--- config.mk ---
export PLATFORM = sky130hd
export DESIGN_NAME = mux_stream_rr_flat
export DESIGN_NICKNAME = d
export VERILOG_FILES = /design/src/rtl/mux_stream_rr_if.sv /design/src/rtl/mux_stream_rr.sv /design/src/flat_wrapper.sv
export SDC_FILE = /design/constraint.sdc
export NUM_CORES = 1
export LEC_CHECK = 0
export CAP_MARGIN = 10
export CORE_AREA = 2 2 269 271
export DETAILED_ROUTE_END_ITERATION = 8
export DIE_AREA = 0 0 271 273
export MAX_ROUTING_LAYER = met4
export PLACE_DENSITY = 0.47
export SLEW_MARGIN = 0
export SYNTH_ARGS = -nofsm -noshare
export SYNTH_HDL_FRONTEND = slang
export SYNTH_SLANG_ARGS = --single-unit
export TNS_END_PERCENT = 100
--- constraint.sdc ---
create_clock -name clk -period 16.35 [get_ports clk]
set_input_delay 4.905 -clock clk [delete_from_list [all_inputs] [get_ports clk]]
set_output_delay 4.905 -clock clk [all_outputs]
set_load 0.1 [all_outputs]
--- src/rtl/mux_stream_rr_if.sv ---
// rtl/mux_stream_rr_if.sv - channel, select and output stream bundle for mux_stream_rr
interface mux_stream_rr_if #(
   parameter int WIDTH  = 128,
   parameter int NUM_CH = 4,
   parameter int CNT_W  = 32
);
   localparam int SEL_W = $clog2(NUM_CH);

   logic                    mode;
   logic [SEL_W-1:0]        sel;
   logic [NUM_CH*WIDTH-1:0] in_data;
   logic [NUM_CH-1:0]       in_valid;
   logic [NUM_CH-1:0]       in_ready;
   logic [WIDTH-1:0]        out_data;
   logic [SEL_W-1:0]        out_ch;
   logic                    out_valid;
   logic                    out_ready;
   logic [CNT_W-1:0]        xfer_count;

   modport master (
      output mode, sel, in_data, in_valid, out_ready,
      input  in_ready, out_data, out_ch, out_valid, xfer_count
   );

   modport slave (
      input  mode, sel, in_data, in_valid, out_ready,
      output in_ready, out_data, out_ch, out_valid, xfer_count
   );
endinterface

--- src/rtl/mux_stream_rr.sv ---
// rtl/mux_stream_rr.sv - NUM_CH:1 stream selector, direct or round-robin grant, registered output
module mux_stream_rr #(
   parameter int WIDTH  = 128,
   parameter int NUM_CH = 4,
   parameter int CNT_W  = 32
) (
   input  logic           clk,
   input  logic           reset,
   mux_stream_rr_if.slave bus
);
   localparam int SEL_W = $clog2(NUM_CH);

   logic [WIDTH-1:0] ch_data [NUM_CH];
   logic [WIDTH-1:0] out_data_q;
   logic [SEL_W-1:0] out_ch_q;
   logic             out_valid_q;
   logic [CNT_W-1:0] xfer_count_q;
   logic [SEL_W-1:0] ptr;

   logic             load_en;
   logic             dir_valid;
   logic             rr_valid;
   logic [SEL_W-1:0] rr_idx;
   logic             grant_valid;
   logic [SEL_W-1:0] grant;
   logic             transfer;
   int               rr_pos;

   for (genvar k = 0; k < NUM_CH; k++) begin : g_unpack
      assign ch_data[k] = bus.in_data[k*WIDTH +: WIDTH];
   end

   assign load_en = !out_valid_q || bus.out_ready;

   // Out-of-range select codes (non power-of-two NUM_CH) must never grant.
   assign dir_valid = (int'(bus.sel) < NUM_CH) && bus.in_valid[bus.sel];

   always_comb begin
      rr_valid = 1'b0;
      rr_idx   = '0;
      rr_pos   = 0;
      for (int i = 1; i <= NUM_CH; i++) begin
         rr_pos = (int'(ptr) + i) % NUM_CH;
         if (!rr_valid && bus.in_valid[SEL_W'(rr_pos)]) begin
            rr_valid = 1'b1;
            rr_idx   = SEL_W'(rr_pos);
         end
      end
   end

   assign grant       = bus.mode ? rr_idx : bus.sel;
   assign grant_valid = !reset && (bus.mode ? rr_valid : dir_valid);
   assign transfer    = grant_valid && load_en;
   assign bus.in_ready = transfer ? (NUM_CH'(1) << grant) : '0;

   always_ff @(posedge clk or posedge reset) begin
      if (reset) begin
         out_data_q   <= '0;
         out_ch_q     <= '0;
         out_valid_q  <= 1'b0;
         ptr          <= SEL_W'(NUM_CH - 1);
         xfer_count_q <= '0;
      end else begin
         if (out_valid_q && bus.out_ready)
            xfer_count_q <= xfer_count_q + CNT_W'(1);
         if (transfer) begin
            out_data_q  <= ch_data[grant];
            out_ch_q    <= grant;
            out_valid_q <= 1'b1;
            ptr         <= grant;
         end else if (load_en) begin
            out_valid_q <= 1'b0;
         end
      end
   end

   assign bus.out_data   = out_data_q;
   assign bus.out_ch     = out_ch_q;
   assign bus.out_valid  = out_valid_q;
   assign bus.xfer_count = xfer_count_q;
endmodule

--- src/flat_wrapper.sv ---
// flat-port wrapper written by rule: the top's interface ports become plain ports
module mux_stream_rr_flat 
#(
   parameter int WIDTH  = 128,
   parameter int NUM_CH = 4,
   parameter int CNT_W  = 32
)
  (clk, reset, bus_mode, bus_sel, bus_in_data, bus_in_valid, bus_out_ready, bus_in_ready, bus_out_data, bus_out_ch, bus_out_valid, bus_xfer_count);
  mux_stream_rr_if #(.WIDTH(WIDTH), .NUM_CH(NUM_CH), .CNT_W(CNT_W)) bus_i ();
  input  logic clk;
  input  logic reset;
  input wire logic [$bits(bus_i.mode)-1:0] bus_mode;
  input wire logic [$bits(bus_i.sel)-1:0] bus_sel;
  input wire logic [$bits(bus_i.in_data)-1:0] bus_in_data;
  input wire logic [$bits(bus_i.in_valid)-1:0] bus_in_valid;
  input wire logic [$bits(bus_i.out_ready)-1:0] bus_out_ready;
  output wire logic [$bits(bus_i.in_ready)-1:0] bus_in_ready;
  output wire logic [$bits(bus_i.out_data)-1:0] bus_out_data;
  output wire logic [$bits(bus_i.out_ch)-1:0] bus_out_ch;
  output wire logic [$bits(bus_i.out_valid)-1:0] bus_out_valid;
  output wire logic [$bits(bus_i.xfer_count)-1:0] bus_xfer_count;
  assign bus_i.mode = bus_mode;
  assign bus_i.sel = bus_sel;
  assign bus_i.in_data = bus_in_data;
  assign bus_i.in_valid = bus_in_valid;
  assign bus_i.out_ready = bus_out_ready;
  assign bus_in_ready = bus_i.in_ready;
  assign bus_out_data = bus_i.out_data;
  assign bus_out_ch = bus_i.out_ch;
  assign bus_out_valid = bus_i.out_valid;
  assign bus_xfer_count = bus_i.xfer_count;
  mux_stream_rr #(.WIDTH(WIDTH), .NUM_CH(NUM_CH), .CNT_W(CNT_W)) u_core (.clk(clk), .reset(reset), .bus(bus_i));
endmodule
* Word-level counts from Yosys, hierarchy flattened
Index checks and enable logic that the tools add are counted.
** Storage, ports and cells
- Register bits :: 165
- Bits of input ports :: 522
** Cells by class
- Reductions and logical operators :: 13
- Magnitude comparators :: 6
- Muxes and demuxes :: 30
- Shift-type cells :: 1
- $add $sub $neg :: 5
- Bitwise operators :: 1
** Operators with widths (count)
- $bmux 128 s2 :: 1
- $mux 128 :: 2
- $add 32x1->32 const B :: 1
- $lt 2x4->1 const B :: 4
- $mux 1 :: 16
- $bmux 1 s2 :: 5
- $mux 2 :: 5
- $logic_and 1x1->1 :: 6
- $logic_not 1->1 :: 5
- $add 2x1->2 const B :: 2
- $add 2x2->2 const B :: 2
- $mux 4 :: 1
- $shl 1x2->4 const A :: 1
- $ge 3x3->1 const B :: 1
- $lt 2x3->1 const B :: 1
- $not 2->3 :: 1
- $reduce_bool 2->1 :: 1
- $logic_or 1x1->1 :: 1

* Longest topological paths before layout
Gate-level depths: netlist of run 1.
- Depth after elaboration :: 19
- Mapped depth :: 10
- Depth with buffers taken out :: 7

* Worst setup path after synthesis of run 1
No wires, ideal clock.
- Path kind :: input -> output
- From :: input reset
- To :: output bus_in_ready[1]
- Required time :: 11445 ps
- Stages :: 8
- Setup slack :: -628 ps
- Path buffers :: 4
- Arrival time :: 12073 ps
- Cell sequence :: inv_1 > o221ai_1 > nand2b_1 > buf_2 > buf_6 > buf_4 > buf_2 > nor3b_1
** Between the ends
- Longest elaborated chain between the ends :: 4
** Ends and longest elaborated chain
- from (decl) :: RTL line flat_wrapper.sv:11 : input logic reset;
- $logic_not 1->1 :: RTL line mux_stream_rr.sv:52 : assign grant_valid = !reset && (bus.mode ? rr_valid : dir_valid);
- $logic_and 1x1->1 :: RTL line mux_stream_rr.sv:52
- $logic_and 1x1->1 :: RTL line mux_stream_rr.sv:53 : assign transfer = grant_valid && load_en;
- $mux 4 :: RTL line mux_stream_rr.sv:54 : assign bus.in_ready = transfer ? (NUM_CH'(1) << grant) : '0;
- to (decl) :: RTL line flat_wrapper.sv:17 : output wire logic [$bits(bus_i.in_ready)-1:0] bus_in_ready;
No other way between the ends.

* Worst setup path in the final report of run 1
- From :: input bus_in_valid[1]
- To :: output bus_in_ready[0]
** Between the ends
- Longest elaborated chain between the ends :: 17
- Elaborated cells between the ends (all ways) :: 34
- Classes of those cells :: 1 x shift; 25 x mux; 8 x reduce/logical
** Ends and longest elaborated chain
- from (decl) :: RTL line flat_wrapper.sv:15 : input wire logic [$bits(bus_i.in_valid)-1:0] bus_in_valid;
- $bmux 1 s2 :: RTL line mux_stream_rr.sv:44 : if (!rr_valid && bus.in_valid[SEL_W'(rr_pos)]) begin
- $mux 1 (not written as such) (2 in a row) :: RTL line mux_stream_rr.sv:44
- $mux 1 :: RTL line mux_stream_rr.sv:44
- $logic_not 1->1 :: RTL line mux_stream_rr.sv:44
- $logic_and 1x1->1 :: RTL line mux_stream_rr.sv:44
- $mux 1 :: RTL line mux_stream_rr.sv:44
- $logic_not 1->1 :: RTL line mux_stream_rr.sv:44
- $logic_and 1x1->1 :: RTL line mux_stream_rr.sv:44
- $mux 1 :: RTL line mux_stream_rr.sv:44
- $logic_not 1->1 :: RTL line mux_stream_rr.sv:44
- $logic_and 1x1->1 :: RTL line mux_stream_rr.sv:44
- $mux 1 :: RTL line mux_stream_rr.sv:44
- $mux 1 :: RTL line mux_stream_rr.sv:52
- $logic_and 1x1->1 :: RTL line mux_stream_rr.sv:52
- $logic_and 1x1->1 :: RTL line mux_stream_rr.sv:53
- $mux 4 * :: RTL line mux_stream_rr.sv:54
Mark *: on every way between the ends. The rest lies on a longest branch, timed or not. The select of a mux whose other input is x is not followed.

==> results.json, run 1 <==
{
  "status": "complete, no violations",
  "p_leak_nw": 7.89,
  "h-tree-depth": 4,
  "maxSlewHeadroom_pct": 26.7,
  "design_area_mm2": 0.0191,
  "post-dp-hpwl_um": 36900,
  "rsz0062_at_grt": "no",
  "routabilityCongestion": 0.891,
  "critPathLaunchType": "input pin",
  "syn_area_mm2": 0.0107,
  "rows": 98,
  "hold_violations": 0,
  "io_pins": 689,
  "syn-num-nets": 1534,
  "postPlaceCellArea_mm2": 0.0185,
  "timing.rr.start": "u_core.ptr[1]",
  "vias_per_cell": 3.76,
  "wirelength_um": 44900,
  "multi_input_area_mm2": 0.00619,
  "crit_slowest_cell": "clkdlybuf4s50_1",
  "p_switching_w": 0.00128,
  "grt_pass1_vias": 10700,
  "holdBufCountCts": 0,
  "drive_above_1_share_pct": 11.3,
  "grt_use_total_pct": 12.2,
  "initial_core_util_pct": 15.1,
  "synth-edff-count": 0,
  "cp_cell_sequence": "clkdlybuf4s50_1 > or3_1 > o32ai_1 > a31o_4 > and3b_1 > clkdlybuf4s50_1",
  "die_w_um": 271,
  "diodes": 0,
  "clock_sinks": 165,
  "ys_warn_count": 0,
  "seqCellArea_mm2": 0.00413,
  "hold_path_class": "flip-flop to flip-flop",
  "cts_root_buffer": "clkbuf_16",
  "ant_nets": 0,
  "finalNetCount": 2177,
  "setup_viol_count_final": 0,
  "drt_iter0_drc": 225,
  "clock_skew_ns": 0.0149,
  "clk_pin_slew_worst_paths_ns": 0.07,
  "cp_max_fo": 35,
  "grt_max_degree": 86,
  "critPathMostFrequentCell": "clkdlybuf4s50_1",
  "fin_ws_ns": 2.94,
  "grt_pass1_wl_um": 66200,
  "drc": 0,
  "combPwrFrac_pct": 59.7,
  "r2r_slack_ns": 11.54,
  "tritoncts": "done",
  "reg2regPathDepth": 9,
  "postSynth.asyncResetShare_pct": 100,
  "ys.flop_type": "dfrtp_1",
  "hold_path_end": "u_core.bus.xfer_count[31]",
  "ctsResizeCount": 0,
  "grt-ovfl-total": 0,
  "vias": 9827,
  "critPathTopFamily": "buffers and inverters",
  "critPathRequiredTime_ns": 11.44,
  "critical_path_class": "input pin to output pin",
  "ir_drop_mv": 0.0513,
  "max_freq_mhz": 74.6,
  "p_clk_share_pct": 17.5,
  "setup_tns_ns": 0,
  "crit_buf_inv": 2,
  "dieHeight_um": 273,
  "synth_area_leaders": "dfrtp_1, mux2i_1, mux2_2",
  "swShare_pct": 51.9,
  "wl_per_cell_um": 17.1,
  "portBuffers": 688,
  "synth-seq-cells": 165,
  "clk_latency_ns": 0.48,
  "die_area_mm2": 0.0740,
  "ys_seq_area_share_pct": 38.5,
  "min-delay-start": "u_core.bus.xfer_count[31]",
  "post_cts_buffers": 0,
  "cts_inserted_buffers": 17,
  "fillers": 7389,
  "power_frac_seq_pct": 22.9,
  "max_stage_delay_ns": 1.25,
  "synthDistinctLibCells": 41,
  "avgSynthCellArea_um2": 10.6,
  "synth_top_area_share_pct": 38.0,
  "crit_path_end_kind": "output pin",
  "core_area_mm2": 0.0710,
  "cp.arrival_ns": 8.50,
  "dp_slack_ns": 2.94,
  "antenna_found_initial": 0,
  "maxCapViolCount": 0,
  "worstHoldPathCells": 1,
  "first_pass_iters": 4,
  "synth_cells": 1011,
  "worstMarginPinSlew_ns": 1.10,
  "fin_crit_ns": 13.41,
  "clockBufferDepth": 2,
  "p_int_w": 0.00119,
  "period_share_pct": 82.0,
  "reg2reg_to": "u_core.bus.out_data[17]",
  "maxSlewViolCount": 0,
  "p_per_area_mw_per_mm2": 129,
  "areaGrowthSynthToFinish_pct": 77.8,
  "yosysTopAreaCell": "dfrtp_1"
}
==> through the flow <==
stage               total power [W]  utilization (%)  hold slack, ns  std cells
detailed placement          0.00206             26.0           0.466       2585
finish                      0.00246             26.9           0.478       2617
floorplan                   0.00162                -           0.630       1011
CTS                         0.00252             26.9           0.479       2617
global route                0.00259             26.9           0.512       2617
global placement            0.00206             26.0           0.463       2585
==> cells in the mapped netlist (3+ instances only) <==
library cell / number
nand2_1: 148
clkbuf_1: 20
o21ai_1: 128
buf_6: 11
and4_1: 4
mux2_1: 3
dfrtp_1: 163
nand4_1: 5
nor2_1: 8
mux2_4: 51
xnor2_1: 25
mux2_2: 75
nand3_1: 13
buf_2: 40
xor2_1: 5
o21ai_0: 6
buf_4: 5
and3_1: 3
nand2b_1: 6
mux2i_1: 259
or3_1: 3
==> routing by layer <==
layer | global-route usage [%] | wire length, µm | up-vias
met5 | - | 0 | -
met4 | 3.02 | 553 | 0
met3 | 4.06 | 3530 | 39
met2 | 22.1 | 24000 | 411
met1 | 12.7 | 16800 | 4486
li1 | - | - | 4891
==> power groups by stage <==
stage / sequential [W] / clock (W) / combinational (W)
2_1_floorplan: 0.00126 / 0 / 0.000360
3_3_place_gp: 0.000567 / 0 / 0.00149
3_5_place_dp: 0.000572 / 0 / 0.00149
4_1_cts: 0.000565 / 0.000460 / 0.00149
5_1_grt: 0.000579 / 0.000471 / 0.00154
6_report: 0.000564 / 0.000431 / 0.00147
==> area by class of cell <==
class                      count  area share (%)
timing repair buffer         701            36.5
clock buffer                  17            2.23
multi-input combinational    767            32.4
sequential                   165            21.6
inverter                       2          0.0590
tap                          950            6.22
clock inverter                15           0.983
==> logic make-up (layout without fill, tap and decap cells) <==
family | count (synthesis) | after routing | synth area share, %
AND/OR/NAND/NOR | 203 | 203 | 8.22
AO/OA/AOI/OAI | 144 | 144 | 6.92
XOR/XNOR | 30 | 30 | 2.45
buffers and inverters | 79 | 735 | 4.20
flip-flops | 165 | 165 | 38.5
adder cells (fa/ha/maj) | 1 | 1 | 0.116
multiplexers | 389 | 389 | 39.6
==> sequential cells by signal (all words and copies together) (netlist names) <==
name                   flops
u_core.bus.xfer_count     32
u_core.ptr                 2
u_core.bus.out_valid       1
u_core.bus.out_data      128
u_core.bus.out_ch          2
==> worst max-delay path by stage <==
stage                          startpoint         endpoint  slack (ns)  cells after the start
after floorplan                     reset  bus_in_ready[1]        1.38                      8
after global placement    bus_in_valid[1]  bus_in_ready[0]        2.98                      6
after detailed placement  bus_in_valid[3]  bus_in_ready[0]        2.94                      6
after CTS                 bus_in_valid[1]  bus_in_ready[0]        2.92                      6
after global routing      bus_in_valid[1]  bus_in_ready[0]        2.82                      6
final                     bus_in_valid[1]  bus_in_ready[0]        2.94                      6
==> layout by cell type (no fill, tap or decap), types with 4 or more instances in the layout <==
cell,count
clkdlybuf4s50_1,681
mux2i_1,259
dfrtp_1,163
nand2_1,148
o21ai_1,128
mux2_2,75
mux2_4,51
xnor2_1,25
buf_4,20
clkbuf_16,17
nand3_1,13
nor2_1,8
o21ai_0,6
inv_8,6
nand2b_1,5
xor2_1,5
nand4_1,5
and4_1,4
No activity file was read; power rests on OpenSTA's default activity.
==> run 2, diff against run 1 <==
==> constraint.sdc (replaced) <==
create_clock -name clk -period 13 [get_ports clk]
set_input_delay 3.9 -clock clk [delete_from_list [all_inputs] [get_ports clk]]
set_output_delay 3.9 -clock clk [all_outputs]
set_load 0.1 [all_outputs]
==> run 2 against run 1 <==
Against the previous run: count of clock-buffer cells in the layout did not move; register-to-register slack got worse by 3.4 ns; global-route usage increased by 0.057 points; first-iteration DRC count is 48% higher; utilization about the same; sequential share of layout area about the same; total power rose by 26%; non-clock buffer count is 1 higher; cell count about the same; critical path type unchanged; largest cell class unchanged.
==> results.json, run 2 (synthesized netlist as in run 1, its figures left out) <==
{
  "die_area_mm2": 0.0740,
  "power_w": 0.00311,
  "drc": 0,
  "core_area_mm2": 0.0710,
  "power_frac_seq_pct": 22.9,
  "final_common_cell": "clkdlybuf4s50_1",
  "p_leak_nw": 7.91,
  "vias_per_cell": 3.79,
  "p_int_w": 0.00151,
  "io_pins": 689,
  "p_per_area_mw_per_mm2": 163,
  "post_cts_buffers": 0,
  "die_w_um": 271,
  "critPathTopFamily": "buffers and inverters",
  "grt_max_degree": 92,
  "first_pass_iters": 5,
  "layout_common_cells": "clkdlybuf4s50_1, mux2i_1, dfrtp_1",
  "r2r_slack_ns": 8.10,
  "cts_inserted_buffers": 17,
  "rows": 98,
  "dp_cells": 2586,
  "finalNetCount": 2178,
  "fin_ws_ns": 2.10,
  "areaGrowthSynthToFinish_pct": 78.0,
  "combPwrFrac_pct": 59.3,
  "fin_cells": 2619,
  "wl_per_cell_um": 17.4,
  "swShare_pct": 51.6,
  "setup_tns_ns": 0,
  "dp_slack_ns": 2.11,
  "critical_path_class": "input pin to output pin",
  "largest_reg_flops": 128,
  "routabilityCongestion": 0.908,
  "cp.arrival_ns": 7.00,
  "ant_nets": 0,
  "clock_sinks": 165,
  "status": "complete, no violations",
  "grt_pass1_wl_um": 66000,
  "max_stage_delay_ns": 1.16,
  "initial_core_util_pct": 15.1,
  "post-dp-hpwl_um": 37500,
  "grt-ovfl-total": 0,
  "ctsResizeCount": 0,
  "cp_max_fo": 15,
  "crit_buf_inv": 2,
  "grt_use_total_pct": 12.3,
  "cts_root_buffer": "clkbuf_16",
  "fillers": 7380,
  "critPathRequiredTime_ns": 9.10,
  "crit_path_end_kind": "output pin",
  "setup_viol_count_final": 0,
  "maxSlewHeadroom_pct": 26.7,
  "critPathMostFrequentCell": "clkdlybuf4s50_1",
  "hold_path_class": "flip-flop to flip-flop",
  "drt_iter0_drc": 332,
  "fin_crit_ns": 10.90,
  "clk_latency_ns": 0.48,
  "rsz0062_at_grt": "no",
  "portBuffers": 688,
  "worstMarginPinSlew_ns": 1.10,
  "crit_slowest_cell": "clkdlybuf4s50_1",
  "critPathLaunchType": "input pin",
  "clk_pin_slew_worst_paths_ns": 0.06,
  "grt_pass1_vias": 10700,
  "h-tree-depth": 4,
  "cp_cell_sequence": "clkdlybuf4s50_1 > or3_1 > o32ai_1 > a31o_4 > nor3b_1 > clkdlybuf4s50_1",
  "max_freq_mhz": 91.8,
  "dieHeight_um": 273,
  "postPlaceCellArea_mm2": 0.0185,
  "wirelength_um": 45600,
  "design_area_mm2": 0.0191,
  "p_switching_w": 0.00161,
  "antenna_found_initial": 1,
  "hold_violations": 0,
  "holdBufCountCts": 0,
  "ir_drop_mv": 0.0659,
  "maxCapViolCount": 0,
  "p_clk_share_pct": 17.8,
  "clockBufferDepth": 2,
  "drive_above_1_share_pct": 11.4,
  "period_share_pct": 83.8,
  "clock_skew_ns": 0.0146,
  "tritoncts": "done",
  "vias": 9934,
  "maxSlewViolCount": 0
}
## run 2: changes by cell type in the layout (fill, tap and decap cells not counted), sizes merged
cell	previous run	this run
buf	20	22
bufinv	1	2
clkdlybuf4s50	681	680
clkinvlp	3	2
diode	0	1
## run 2: metal layers
metal / vias up / routed length [µm] / global-route usage (%) / share of wire, %
met5: - / 0 / - / 0
met4: 0 / 1320 / 5.05 / 2.9
met3: 49 / 3980 / 4.53 / 8.7
met2: 423 / 23700 / 21.6 / 52
met1: 4579 / 16500 / 12.2 / 36
li1: 4883 / - / - / -
## run 2: worst paths after layout
path	cells past startpoint	endpoint	start
max	6	bus_in_ready[1]	bus_in_valid[1]
min	2	u_core.bus.out_data[48]	u_core.bus.out_data[48]
max reg2reg	9	u_core.bus.out_data[17]	u_core.ptr[1]
min reg2reg	2	u_core.bus.out_data[48]	u_core.bus.out_data[48]
max in group asynchronous	4	u_core.bus.out_data[47]	reset
min in group asynchronous	3	u_core.bus.xfer_count[31]	reset
## run 2: worst min-delay path, cell delays in order, from the launching register on
cell and delay, ns:
dfrtp_1 0.34, nand2_1 0.05, o21ai_1 0.06
## run 2: cell type report
class | count | area [µm²] | area share, %
Timing Repair Buffer | 702 | 6970 | 36.4
Multi-Input combinational cell | 767 | 6190 | 32.4
Sequential cell | 165 | 4130 | 21.6
Tap cell | 950 | 1190 | 6.21
Clock buffer | 17 | 425 | 2.22
Clock inverter | 15 | 208 | 1.09
Inverter | 2 | 11.3 | 0.0589
Antenna cell | 1 | 2.50 | 0.0131
## run 2: power by group through the flow
stage | Clock [W] | Sequential (W) | Combinational [W]
2_1_floorplan | 0 | 0.00158 | 0.000452
3_3_place_gp | 0 | 0.000718 | 0.00187
3_5_place_dp | 0 | 0.000724 | 0.00187
4_1_cts | 0.000585 | 0.000715 | 0.00188
5_1_grt | 0.000604 | 0.000730 | 0.00193
6_report | 0.000555 | 0.000712 | 0.00185
## run 2: per-stage QoR
| stage | util (%) | hold slack, ns |
|---|---|---|
| 2_1_floorplan | - | 0.630 |
| 3_3_place_gp | 26.0 | 0.462 |
| 3_5_place_dp | 26.0 | 0.474 |
| 4_1_cts | 26.9 | 0.492 |
| 5_1_grt | 26.9 | 0.505 |
| 6_report | 26.9 | 0.481 |
==> run 3, diff against run 2 <==
--- a/config.mk
+++ b/config.mk
@@ -6,11 +6,11 @@
 export NUM_CORES = 1
 export LEC_CHECK = 0
 export CAP_MARGIN = 10
-export CORE_AREA = 2 2 269 271
+export CORE_AREA = 2 2 265 267
 export DETAILED_ROUTE_END_ITERATION = 8
-export DIE_AREA = 0 0 271 273
+export DIE_AREA = 0 0 267 269
 export MAX_ROUTING_LAYER = met4
-export PLACE_DENSITY = 0.47
+export PLACE_DENSITY = 0.49
 export SLEW_MARGIN = 0
 export SYNTH_ARGS = -nofsm -noshare
 export SYNTH_HDL_FRONTEND = slang
==> constraint.sdc (replaced) <==
create_clock -name clk -period 9.8 [get_ports clk]
set_input_delay 2.94 -clock clk [delete_from_list [all_inputs] [get_ports clk]]
set_output_delay 2.94 -clock clk [all_outputs]
set_load 0.1 [all_outputs]
==> run 3 against run 2 <==
Against the previous run: wire length is 0.21% higher; utilization is 0.68 points higher; first-iteration DRC count is 27% lower; register-to-register slack worse by 3.1 ns; clock skew is 0.0034 ns higher; sequential share of layout area hardly changed; clock power is 33% higher; design area hardly changed; critical path depth stayed put; combinational power is 32% higher; critical path type unchanged; critical endpoint unchanged; largest cell class unchanged.
==> results.json, run 3 (synthesized netlist as in run 1, its figures left out) <==
{
  "layout_common_cells": "clkdlybuf4s50_1, mux2i_1, dfrtp_1",
  "first_pass_iters": 4,
  "maxSlewViolCount": 0,
  "finalNetCount": 2180,
  "clock_skew_ns": 0.0180,
  "swShare_pct": 51.5,
  "holdBufCountCts": 0,
  "cp_max_fo": 13,
  "critPathRequiredTime_ns": 6.86,
  "status": "complete, no violations",
  "antenna_found_initial": 4,
  "clockBufferDepth": 2,
  "combPwrFrac_pct": 59.3,
  "p_per_area_mw_per_mm2": 216,
  "cts_inserted_buffers": 17,
  "areaGrowthSynthToFinish_pct": 78.2,
  "vias_per_cell": 3.76,
  "initial_core_util_pct": 15.5,
  "maxCapViolCount": 0,
  "dp_cells": 2578,
  "setup_viol_count_final": 0,
  "post_cts_buffers": 0,
  "rows": 97,
  "grt_max_degree": 93,
  "cp.arrival_ns": 5.44,
  "die_w_um": 267,
  "clk_latency_ns": 0.48,
  "drt_iter0_drc": 244,
  "max_freq_mhz": 119,
  "critPathLaunchType": "input pin",
  "fillers": 7201,
  "maxSlewHeadroom_pct": 25.3,
  "drive_above_1_share_pct": 11.8,
  "period_share_pct": 85.5,
  "worstMarginPinSlew_ns": 1.12,
  "io_pins": 689,
  "wl_per_cell_um": 17.5,
  "post-dp-hpwl_um": 37300,
  "power_frac_seq_pct": 22.9,
  "final_common_cell": "clkdlybuf4s50_1",
  "dieHeight_um": 269,
  "portBuffers": 688,
  "critical_path_class": "input pin to output pin",
  "hold_violations": 0,
  "core_area_mm2": 0.0693,
  "h-tree-depth": 4,
  "fin_cells": 2612,
  "vias": 9824,
  "wirelength_um": 45700,
  "p_switching_w": 0.00213,
  "grt_pass1_vias": 10400,
  "grt-ovfl-total": 0,
  "p_leak_nw": 7.93,
  "die_area_mm2": 0.0718,
  "largest_reg_flops": 128,
  "ant_nets": 0,
  "p_clk_share_pct": 17.9,
  "grt_use_total_pct": 12.6,
  "ctsResizeCount": 0,
  "clk_pin_slew_worst_paths_ns": 0.07,
  "clock_sinks": 165,
  "rsz0062_at_grt": "no",
  "grt_pass1_wl_um": 65100,
  "fin_crit_ns": 8.38,
  "routabilityCongestion": 0.807,
  "crit_path_end_kind": "output pin",
  "p_int_w": 0.00201,
  "cts_root_buffer": "clkbuf_16",
  "tritoncts": "done",
  "hold_slack_ns": 0.485,
  "ir_drop_mv": 0.0877,
  "hold_path_class": "flip-flop to flip-flop",
  "drc": 0,
  "setup_tns_ns": 0
}
run 3: worst max-delay path: stages:
cell and delay, ns:
clkdlybuf4s50_1 0.54, or3_1 0.46, o32ai_1 0.32, a31o_4 0.35, nor3b_2 0.45, buf_4 0.38
run 3: metal layers:
metal,GRT usage (%),up-vias,share of wire (%)
li1,-,4889,-
met4,3.86,0,2.1
met5,-,-,0
met2,22.2,423,51
met3,3.74,44,7.8
met1,13.7,4468,39
run 3: metrics by stage:
step	total power, W	cell area, µm²	utilization, %	worst slack [ns]
6_report	0.00414	19100	27.6	1.42
2_1_floorplan	0.00270	10800	-	-0.258
3_5_place_dp	0.00344	18500	26.7	1.32
3_3_place_gp	0.00343	18500	26.7	1.37
5_1_grt	0.00434	19100	27.6	1.20
4_1_cts	0.00422	19100	27.6	1.31
run 3: power groups by stage:
stage / logic, W / registers (W) / clock network, W
floorplan: 0.000601 / 0.00210 / 0
global placement: 0.00248 / 0.000954 / 0
detailed placement: 0.00248 / 0.000961 / 0
CTS: 0.00249 / 0.000950 / 0.000782
global route: 0.00256 / 0.000972 / 0.000808
finish: 0.00245 / 0.000946 / 0.000739
run 3: layout make-up:
cell class	instances	area (µm²)	share of cell area, %
diodes	2	5.00	0.0261
clock buffers	18	439	2.29
multi-input cells	767	6210	32.4
repair buffers	704	6990	36.5
well taps	940	1180	6.14
inverters	2	11.3	0.0588
flip-flops and latches	165	4130	21.6
clock inverters	14	184	0.961
run 3: worst paths after layout:
path | from | end | slack, ns | depth (start not counted)
max in group asynchronous | reset | u_core.bus.out_data[67] | 5.41 | 4
hold reg to reg | u_core.bus.out_data[10] | u_core.bus.out_data[10] | 0.48 | 2
setup / recovery | bus_in_valid[1] | bus_in_ready[1] | 1.42 | 6
min in group asynchronous | reset | u_core.bus.out_data[122] | 3.04 | 3
setup reg to reg | u_core.ptr[1] | u_core.bus.out_data[57] | 5.05 | 9
hold / removal | u_core.bus.out_data[10] | u_core.bus.out_data[10] | 0.48 | 2
